### config.mk
export PLATFORM = sky130hd
export DESIGN_NAME = spi_mem_bridge
export DESIGN_NICKNAME = d
export VERILOG_FILES = /design/src/rtl/spi_mem_bridge.sv
export SDC_FILE = /design/constraint.sdc
export NUM_CORES = 1
export LEC_CHECK = 0
export ABC_AREA = 0
export CORE_UTILIZATION = 50
export DETAILED_ROUTE_END_ITERATION = 8
export PLACE_DENSITY = 0.8
export SLEW_MARGIN = 10
export SYNTH_ARGS = -nofsm -noshare
export SYNTH_HDL_FRONTEND = slang
export SYNTH_SLANG_ARGS = --single-unit
### constraint.sdc
create_clock -name i_clk -period 2.4 [get_ports i_clk]
set_input_delay 0.24 -clock i_clk [delete_from_list [all_inputs] [get_ports i_clk]]
set_output_delay 0.24 -clock i_clk [all_outputs]
set_load 0.01 [all_outputs]
### src/rtl/spi_mem_bridge.sv
// spi_mem_bridge
//
// SPI (mode 0, MSB first) slave that turns byte commands from an SPI master
// into single-word memory requests on the i_clk domain.
//
// Command set (first byte of a command, decoded in IDLE):
//   0x01 + ADDR_W/8 bytes : load the address register
//   0x02 + DATA_W/8 bytes : load write data and issue a memory write
//   0x03 + DATA_W/8 dummy : memory read, word returned on miso
//                           (only when SPI_BRIDGE_READ_EN is defined)
//
// Build option:
//   SPI_BRIDGE_READ_EN - compiles in opcode 0x03, the READ/SEND path and the
//                        read-data capture register. Without it 0x03 is an
//                        illegal opcode, o_mem_we is tied to 1, miso to 0.
//
// Ports:
//   i_clk, i_spi_rst_n     : clock, asynchronous active-low reset
//   sclk, cs, mosi, miso   : SPI slave pins (sclk/cs/mosi async to i_clk)
//   o_mem_valid, o_mem_we  : memory request strobe and direction
//   o_mem_addr, o_mem_wdata: request address and write data
//   i_mem_ready            : request accepted (i_mem_rdata valid same cycle)
//   i_mem_rdata            : read data
//   o_busy                 : FSM not in IDLE
//   o_err                  : sticky protocol error
module spi_mem_bridge #(
  parameter int ADDR_W   = 32,
  parameter int DATA_W   = 32,
  parameter int AUTO_INC = 1
) (
  input  logic              i_clk,
  input  logic              i_spi_rst_n,
  input  logic              sclk,
  input  logic              cs,
  input  logic              mosi,
  output logic              miso,
  output logic              o_mem_valid,
  output logic              o_mem_we,
  output logic [ADDR_W-1:0] o_mem_addr,
  output logic [DATA_W-1:0] o_mem_wdata,
  input  logic              i_mem_ready,
  input  logic [DATA_W-1:0] i_mem_rdata,
  output logic              o_busy,
  output logic              o_err
);

  localparam int              ADDR_BYTES = ADDR_W / 8;
  localparam int              DATA_BYTES = DATA_W / 8;
  localparam logic [7:0]      ADDR_LAST  = 8'(ADDR_BYTES - 1);
  localparam logic [7:0]      DATA_LAST  = 8'(DATA_BYTES - 1);
  localparam logic [ADDR_W-1:0] ADDR_STEP = (AUTO_INC != 0) ? ADDR_W'(DATA_BYTES) : '0;

  typedef enum logic [2:0] {
    IDLE  = 3'd0,
    ADDR  = 3'd1,
    DATA  = 3'd2,
    WRITE = 3'd3,
    READ  = 3'd4,
    SEND  = 3'd5
  } state_e;

  state_e              state_q, state_d;
  logic [2:0]          sclkSync_q;
  logic [1:0]          csSync_q;
  logic [1:0]          mosiSync_q;
  logic [2:0]          bitCnt_q, bitCnt_d;
  logic [6:0]          shift_q, shift_d;
  logic [7:0]          byteCnt_q, byteCnt_d;
  logic [ADDR_W-1:0]   addr_q, addr_d;
  logic [DATA_W-1:0]   wdata_q, wdata_d;
  logic                err_q, err_d;

  logic                sclkRise;
  logic                csHigh;
  logic                mosiBit;
  logic                byteDone;
  logic [7:0]          rxByte;
  logic                opLegal;

`ifdef SPI_BRIDGE_READ_EN
  logic [DATA_W-1:0]   txShift_q, txShift_d;
  logic                txPend_q, txPend_d;
  logic                sclkFall;
`else
  logic                unusedRdata;
  assign unusedRdata = ^i_mem_rdata;
`endif

  // Two-flop synchronisers; sclkSync_q[2] is the previous synchronised sclk
  // and is only used for edge detection.
  always_ff @(posedge i_clk or negedge i_spi_rst_n) begin
    if (!i_spi_rst_n) begin
      sclkSync_q <= '0;
      csSync_q   <= '0;
      mosiSync_q <= '0;
    end else begin
      sclkSync_q <= {sclkSync_q[1:0], sclk};
      csSync_q   <= {csSync_q[0], cs};
      mosiSync_q <= {mosiSync_q[0], mosi};
    end
  end

  assign sclkRise = sclkSync_q[1] & ~sclkSync_q[2];
  assign csHigh   = csSync_q[1];
  assign mosiBit  = mosiSync_q[1];
  assign rxByte   = {shift_q, mosiBit};

`ifdef SPI_BRIDGE_READ_EN
  assign sclkFall = ~sclkSync_q[1] & sclkSync_q[2];
`endif

  // Byte assembly. Deasserting cs throws away a partial byte but leaves the
  // FSM alone, so a master may frame every byte separately.
  always_comb begin
    bitCnt_d = bitCnt_q;
    shift_d  = shift_q;
    byteDone = 1'b0;
    if (csHigh) begin
      bitCnt_d = '0;
      shift_d  = '0;
    end else if (sclkRise) begin
      bitCnt_d = bitCnt_q + 3'd1;
      shift_d  = {shift_q[5:0], mosiBit};
      byteDone = (bitCnt_q == 3'd7);
    end
  end

  always_comb begin
    opLegal = (rxByte == 8'h01) || (rxByte == 8'h02);
`ifdef SPI_BRIDGE_READ_EN
    if (rxByte == 8'h03) opLegal = 1'b1;
`endif
  end

  // FSM: state register
  always_ff @(posedge i_clk or negedge i_spi_rst_n) begin
    if (!i_spi_rst_n) state_q <= IDLE;
    else              state_q <= state_d;
  end

  // FSM: next state
  always_comb begin
    state_d = state_q;
    case (state_q)
      IDLE: begin
        if (byteDone) begin
          case (rxByte)
            8'h01:   state_d = ADDR;
            8'h02:   state_d = DATA;
`ifdef SPI_BRIDGE_READ_EN
            8'h03:   state_d = READ;
`endif
            default: state_d = IDLE;
          endcase
        end
      end
      ADDR:  if (byteDone && byteCnt_q == ADDR_LAST) state_d = IDLE;
      DATA:  if (byteDone && byteCnt_q == DATA_LAST) state_d = WRITE;
      WRITE: if (i_mem_ready) state_d = IDLE;
`ifdef SPI_BRIDGE_READ_EN
      READ:  if (i_mem_ready) state_d = SEND;
      SEND:  if (byteDone && byteCnt_q == DATA_LAST) state_d = IDLE;
`endif
      default: state_d = IDLE;
    endcase
  end

  // FSM: outputs
  always_comb begin
    o_busy      = (state_q != IDLE);
    o_mem_valid = (state_q == WRITE);
    miso        = 1'b0;
`ifdef SPI_BRIDGE_READ_EN
    if (state_q == READ) o_mem_valid = 1'b1;
    o_mem_we = (state_q == WRITE);
    // Raw cs gates miso so the line is released as soon as the master
    // deselects us, without waiting for the synchroniser.
    if (state_q == SEND && !cs) miso = txShift_q[DATA_W-1];
`else
    o_mem_we = 1'b1;
`endif
  end

  assign o_mem_addr  = addr_q;
  assign o_mem_wdata = wdata_q;
  assign o_err       = err_q;

  // Datapath next-state. A byte that completes while a memory request is
  // still outstanding is dropped and flagged, never allowed to disturb the
  // request fields.
  always_comb begin
    byteCnt_d = byteCnt_q;
    addr_d    = addr_q;
    wdata_d   = wdata_q;
    err_d     = err_q;
`ifdef SPI_BRIDGE_READ_EN
    txShift_d = txShift_q;
    txPend_d  = txPend_q;
`endif
    case (state_q)
      IDLE: begin
        byteCnt_d = '0;
        if (byteDone && !opLegal) err_d = 1'b1;
      end
      ADDR: begin
        if (byteDone) begin
          addr_d    = (addr_q << 8) | ADDR_W'(rxByte);
          byteCnt_d = byteCnt_q + 8'd1;
        end
      end
      DATA: begin
        if (byteDone) begin
          wdata_d   = (wdata_q << 8) | DATA_W'(rxByte);
          byteCnt_d = byteCnt_q + 8'd1;
        end
      end
      WRITE: begin
        if (byteDone)    err_d  = 1'b1;
        if (i_mem_ready) addr_d = addr_q + ADDR_STEP;
      end
`ifdef SPI_BRIDGE_READ_EN
      READ: begin
        if (byteDone) err_d = 1'b1;
        if (i_mem_ready) begin
          txShift_d = i_mem_rdata;
          txPend_d  = 1'b0;
        end
      end
      SEND: begin
        // Shift only on a falling edge that follows a rising edge seen in
        // SEND; the falling edge that closes the opcode byte must not
        // consume the MSB.
        if (!csHigh && sclkRise) begin
          txPend_d = 1'b1;
        end else if (!csHigh && sclkFall && txPend_q) begin
          txShift_d = txShift_q << 1;
          txPend_d  = 1'b0;
        end
        if (byteDone) begin
          byteCnt_d = byteCnt_q + 8'd1;
          if (byteCnt_q == DATA_LAST) addr_d = addr_q + ADDR_STEP;
        end
      end
`endif
      default: ;
    endcase
  end

  // Datapath registers
  always_ff @(posedge i_clk or negedge i_spi_rst_n) begin
    if (!i_spi_rst_n) begin
      bitCnt_q  <= '0;
      shift_q   <= '0;
      byteCnt_q <= '0;
      addr_q    <= '0;
      wdata_q   <= '0;
      err_q     <= 1'b0;
`ifdef SPI_BRIDGE_READ_EN
      txShift_q <= '0;
      txPend_q  <= 1'b0;
`endif
    end else begin
      bitCnt_q  <= bitCnt_d;
      shift_q   <= shift_d;
      byteCnt_q <= byteCnt_d;
      addr_q    <= addr_d;
      wdata_q   <= wdata_d;
      err_q     <= err_d;
`ifdef SPI_BRIDGE_READ_EN
      txShift_q <= txShift_d;
      txPend_q  <= txPend_d;
`endif
    end
  end

endmodule

==> results summary <==
The via density per instance is 6.13. The initial antenna violation count came out at 0. The x dimension of the die came out at 98 µm.

The internal power of the cells totals roughly 3.3 mW. Sequential elements use 50.0% of the synthesized area. The path category of the worst min-delay check is input pin to flip-flop. The number of clock sinks is 92. The commonest non-fill, non-tap cell in the layout is sky130_fd_sc_hd__dfrtp_1.

Global routing finished with a remaining overflow of 0. The fraction of layout instances using a drive strength above 1 is 16.1%. The routed length on met1 is 4.92 mm.

For this design the top-level I/O count stands at 107. The biggest fanout along the worst timing path is 4. The number of distinct library cells after synthesis came out at 62. Measured in cells, the most critical reg-to-reg path has a length of 7.

The congestion estimate from routability-driven global placement came to 0.856. The number of vias in the routed layout came out at 3903. The overall track demand over capacity in global routing is roughly 24%. After detailed routing, the average wire length per cell comes to between 15 and 20 µm. Before CTS, the worst setup slack after placement is ~230 ps.

The total die area came out at 9600 µm². The overall power consumption came out at 5.68 mW. The post-synthesis cell area is 4610 µm². The count of endpoints failing hold in the final timing report was 0. The async set or reset register ratio after synthesis is between 90% and 100%. The utilization after layout came out at between 60 and 70%. The data arrival time of the critical path is 2420 ps.

The met3 wire length came out at ~640 µm. The clock network fraction of total power came out at 17.3%. The first global-routing pass estimated 18.6 mm of wire. In this run the register-to-register setup slack is between 200 and 250 ps.

The number of global-route vias before repair is between 3k and 4k. The finished cells cover 5660 µm². The top cell types in the final layout, fill and taps aside, are sky130_fd_sc_hd__dfrtp_1, sky130_fd_sc_hd__clkdlybuf4s50_1, sky130_fd_sc_hd__nand2_1, sky130_fd_sc_hd__a21oi_1, sky130_fd_sc_hd__mux2_2. The number of violations of the max-capacitance limit came out at 0.

IR analysis of the VDD net gives a maximum drop of 0.445 mV. The critical path required time came out at 2650 ps. For this design the total switching power over the nets is 2.34 mW. The number of H-tree branching levels came out at 3.

In this run, synthesis inferred 0 flip-flops with an integrated enable. The number of instances in the synthesized netlist came out at 452. The launching element of the worst setup path is state_q[0]$_DFFE_PN0P_.

The post-synthesis area per instance came out at between 10 and 15 µm². Registers are responsible for about two fifths of the overall power. The transition at the pin with the smallest max-transition slack is roughly 680 ps. The die height came out at 98 µm.

After routing, the total negative slack on setup checks comes to 0 ps. The total of cells resized after clock tree synthesis came out at 0. The flip-flop and latch count after synthesis is 92. Sorting the synthesized cells by area gives the leading types as sky130_fd_sc_hd__dfrtp_1, sky130_fd_sc_hd__mux2_2, sky130_fd_sc_hd__a21oi_1. STA classifies the critical path startpoint as a flip-flop.

The critical path is of the flip-flop to flip-flop type. The number of placed instances, taps included came out at 620. The standard cell area after detailed placement came out at 5480 µm².

The detailed router used layers up to and including met4. The setup slack after layout came out at 234 ps. The final reports fail on DRC. The root cell of the clock tree is sky130_fd_sc_hd__clkbuf_8.

Summed over all instances, the cell type with the most area after synthesis is sky130_fd_sc_hd__dfrtp_1. The clock latency at the later pin of the worst-skew pair came out at 370 ps. The clock-pin transition on the worst setup and hold timing paths is 90 ps. In this run the critical register-to-register path is launched from state_q[0]$_DFFE_PN0P_. Setup repair after global routing left no endpoint under its margin. The effective utilization at floorplan came out at 52.3%. The count of standard-cell rows came out at 34.

The minimum clock period after layout came out at 2170 ps. In this run the post-CTS setup repair buffer count came out at 0. TritonCTS built the clock tree.

In this run, the number of DRC markers left after iteration 0 of detailed routing was 295. The share of power burned in combinational logic is 43.8%. The destination of the worst register-to-register timing path is o_err$_DFFE_PN0P_. The detailed placer's ending HPWL came out at 7.77 mm. The standard cell core area came out at 8810 µm².

The clock arrives with approximately 13 ps of skew. The count of final max-slew check failures was 0. In this run switching power makes up 41.2% of total power. The areal power density over the cells is 1000 nW/µm². The most used flip-flop cell after synthesis is sky130_fd_sc_hd__dfrtp_1. The number of CTS-inserted buffers is 9. The finished layout holds 637 standard cells, fillers aside. The largest net degree at the start of global routing came out at 57. Wires add up to between 10 and 15 mm. In the detailed route, the total length drawn on met2 is 5.41 mm.

The minimum hold slack came out at 303 ps. The fraction of post-synthesis cell area in the top cell type by area is 50.0%. The total of buffers placed on input and output ports came out at 72. Before antenna repair, the detailed router went through 7 iterations. The number of diodes came out at 0.

The leakage dissipation came out at 2.45 nW. The maximum clock frequency is approximately 0.46 GHz. The final net count is 570. STA classifies the critical path endpoint as a flip-flop. The remaining antenna violation count is 0. The critical path ends at o_err$_DFFE_PN0P_.

The setup violation total in the final timing report is 0. The area added between synthesis and finish came out at 22.9%. The synthesized netlist net count is 498.

The remaining max-slew budget at the tightest pin is between 50% and 60%. The deepest clock path buffer count is 2. Dividing the final minimum period by the clock period gives 90.3%. The number of warnings printed during yosys synthesis is 0.

The count of unresolved DRC violations after routing is 6. The flow ran to the end, but the final reports show violations.
-- metal layers --
layer	vias up	track usage (%)
li1	1807	-
met1	1939	33.6
met2	139	38.4
met3	18	4.51
met4	0	9.91
met5	-	0
-- repair_timing --
item	in CTS	in global routing
hold endpoints to repair	36	0
hold buffers	1	0
setup endpoints to repair	0	0
-- registers in the layout, indices dropped and copies added (netlist names) --
register,flops
shift_q,7
bitCnt_q,3
o_mem_addr,32
o_mem_wdata,32
o_err,1
csSync_q,2
sclkSync_q,3
state_q,2
mosiSync_q,2
byteCnt_q,8
-- synth_stat cells (8+ instances only) --
master	number
sky130_fd_sc_hd__a21oi_1	42
sky130_fd_sc_hd__buf_2	8
sky130_fd_sc_hd__clkbuf_1	10
sky130_fd_sc_hd__dfrtp_1	92
sky130_fd_sc_hd__ha_1	8
sky130_fd_sc_hd__inv_1	10
sky130_fd_sc_hd__mux2_2	37
sky130_fd_sc_hd__nand2_1	53
sky130_fd_sc_hd__nand3_1	27
sky130_fd_sc_hd__nand4_1	8
sky130_fd_sc_hd__nor2_1	22
sky130_fd_sc_hd__o21ai_0	22
sky130_fd_sc_hd__o22ai_1	13
-- cell families (layout without fill, tap and decap cells) --
kind of cell | count (synthesis) | in the layout | share of synthesized area, %
other | 2 | 2 | 0.163
and+or+nand+nor | 150 | 150 | 17.2
AOI/OAI and AO/OA | 119 | 119 | 16.5
xor gates and xnor gates | 2 | 2 | 0.380
DFF | 92 | 92 | 50.0
adders and majority gates | 8 | 8 | 2.17
muxes | 42 | 42 | 10.1
buffers and inverters | 37 | 114 | 3.56
-- area by class of cell --
cell class	instances	area, µm²
Multi-Input combinational cell	323	2140
Sequential cell	92	2300
Fill cell	704	3140
Clock buffer	9	124
Timing Repair Buffer	88	866
Inverter	10	37.5
Tap cell	108	135
Clock inverter	7	55.1
-- worst max-delay path: stages (launching register included) --
cell                      delay (ps)
sky130_fd_sc_hd__dfrtp_1         420
sky130_fd_sc_hd__inv_1           110
sky130_fd_sc_hd__ha_1            230
sky130_fd_sc_hd__inv_1           100
sky130_fd_sc_hd__or4_1           390
sky130_fd_sc_hd__nor4_1          360
sky130_fd_sc_hd__o21ai_0         170
sky130_fd_sc_hd__a31o_2          270
-- worst min-delay path by stage --
| stage | start | end | cells after the start |
|---|---|---|---|
| finish | sclk | sclkSync_q[0]$_DFF_PN0_ | 1 |
| global route | sclk | sclkSync_q[0]$_DFF_PN0_ | 1 |
| CTS | sclk | sclkSync_q[0]$_DFF_PN0_ | 1 |
| detailed placement | i_spi_rst_n | o_mem_addr[6]$_DFFE_PN0P_ | 1 |
| global placement | i_spi_rst_n | o_mem_wdata[28]$_DFFE_PN0P_ | 1 |
| floorplan | i_spi_rst_n | bitCnt_q[0]$_DFFE_PN0P_ | 0 |
-- power groups by stage --
stage	clock, mW	combinational [mW]	sequential, mW
4_1_cts	1.00	2.46	2.20
5_1_grt	1.08	2.73	2.26
2_1_floorplan	0	1.44	2.24
6_report	0.981	2.49	2.21
3_3_place_gp	0	2.38	2.22
3_5_place_dp	0	2.45	2.23
(Power assumes the default switching activity.)
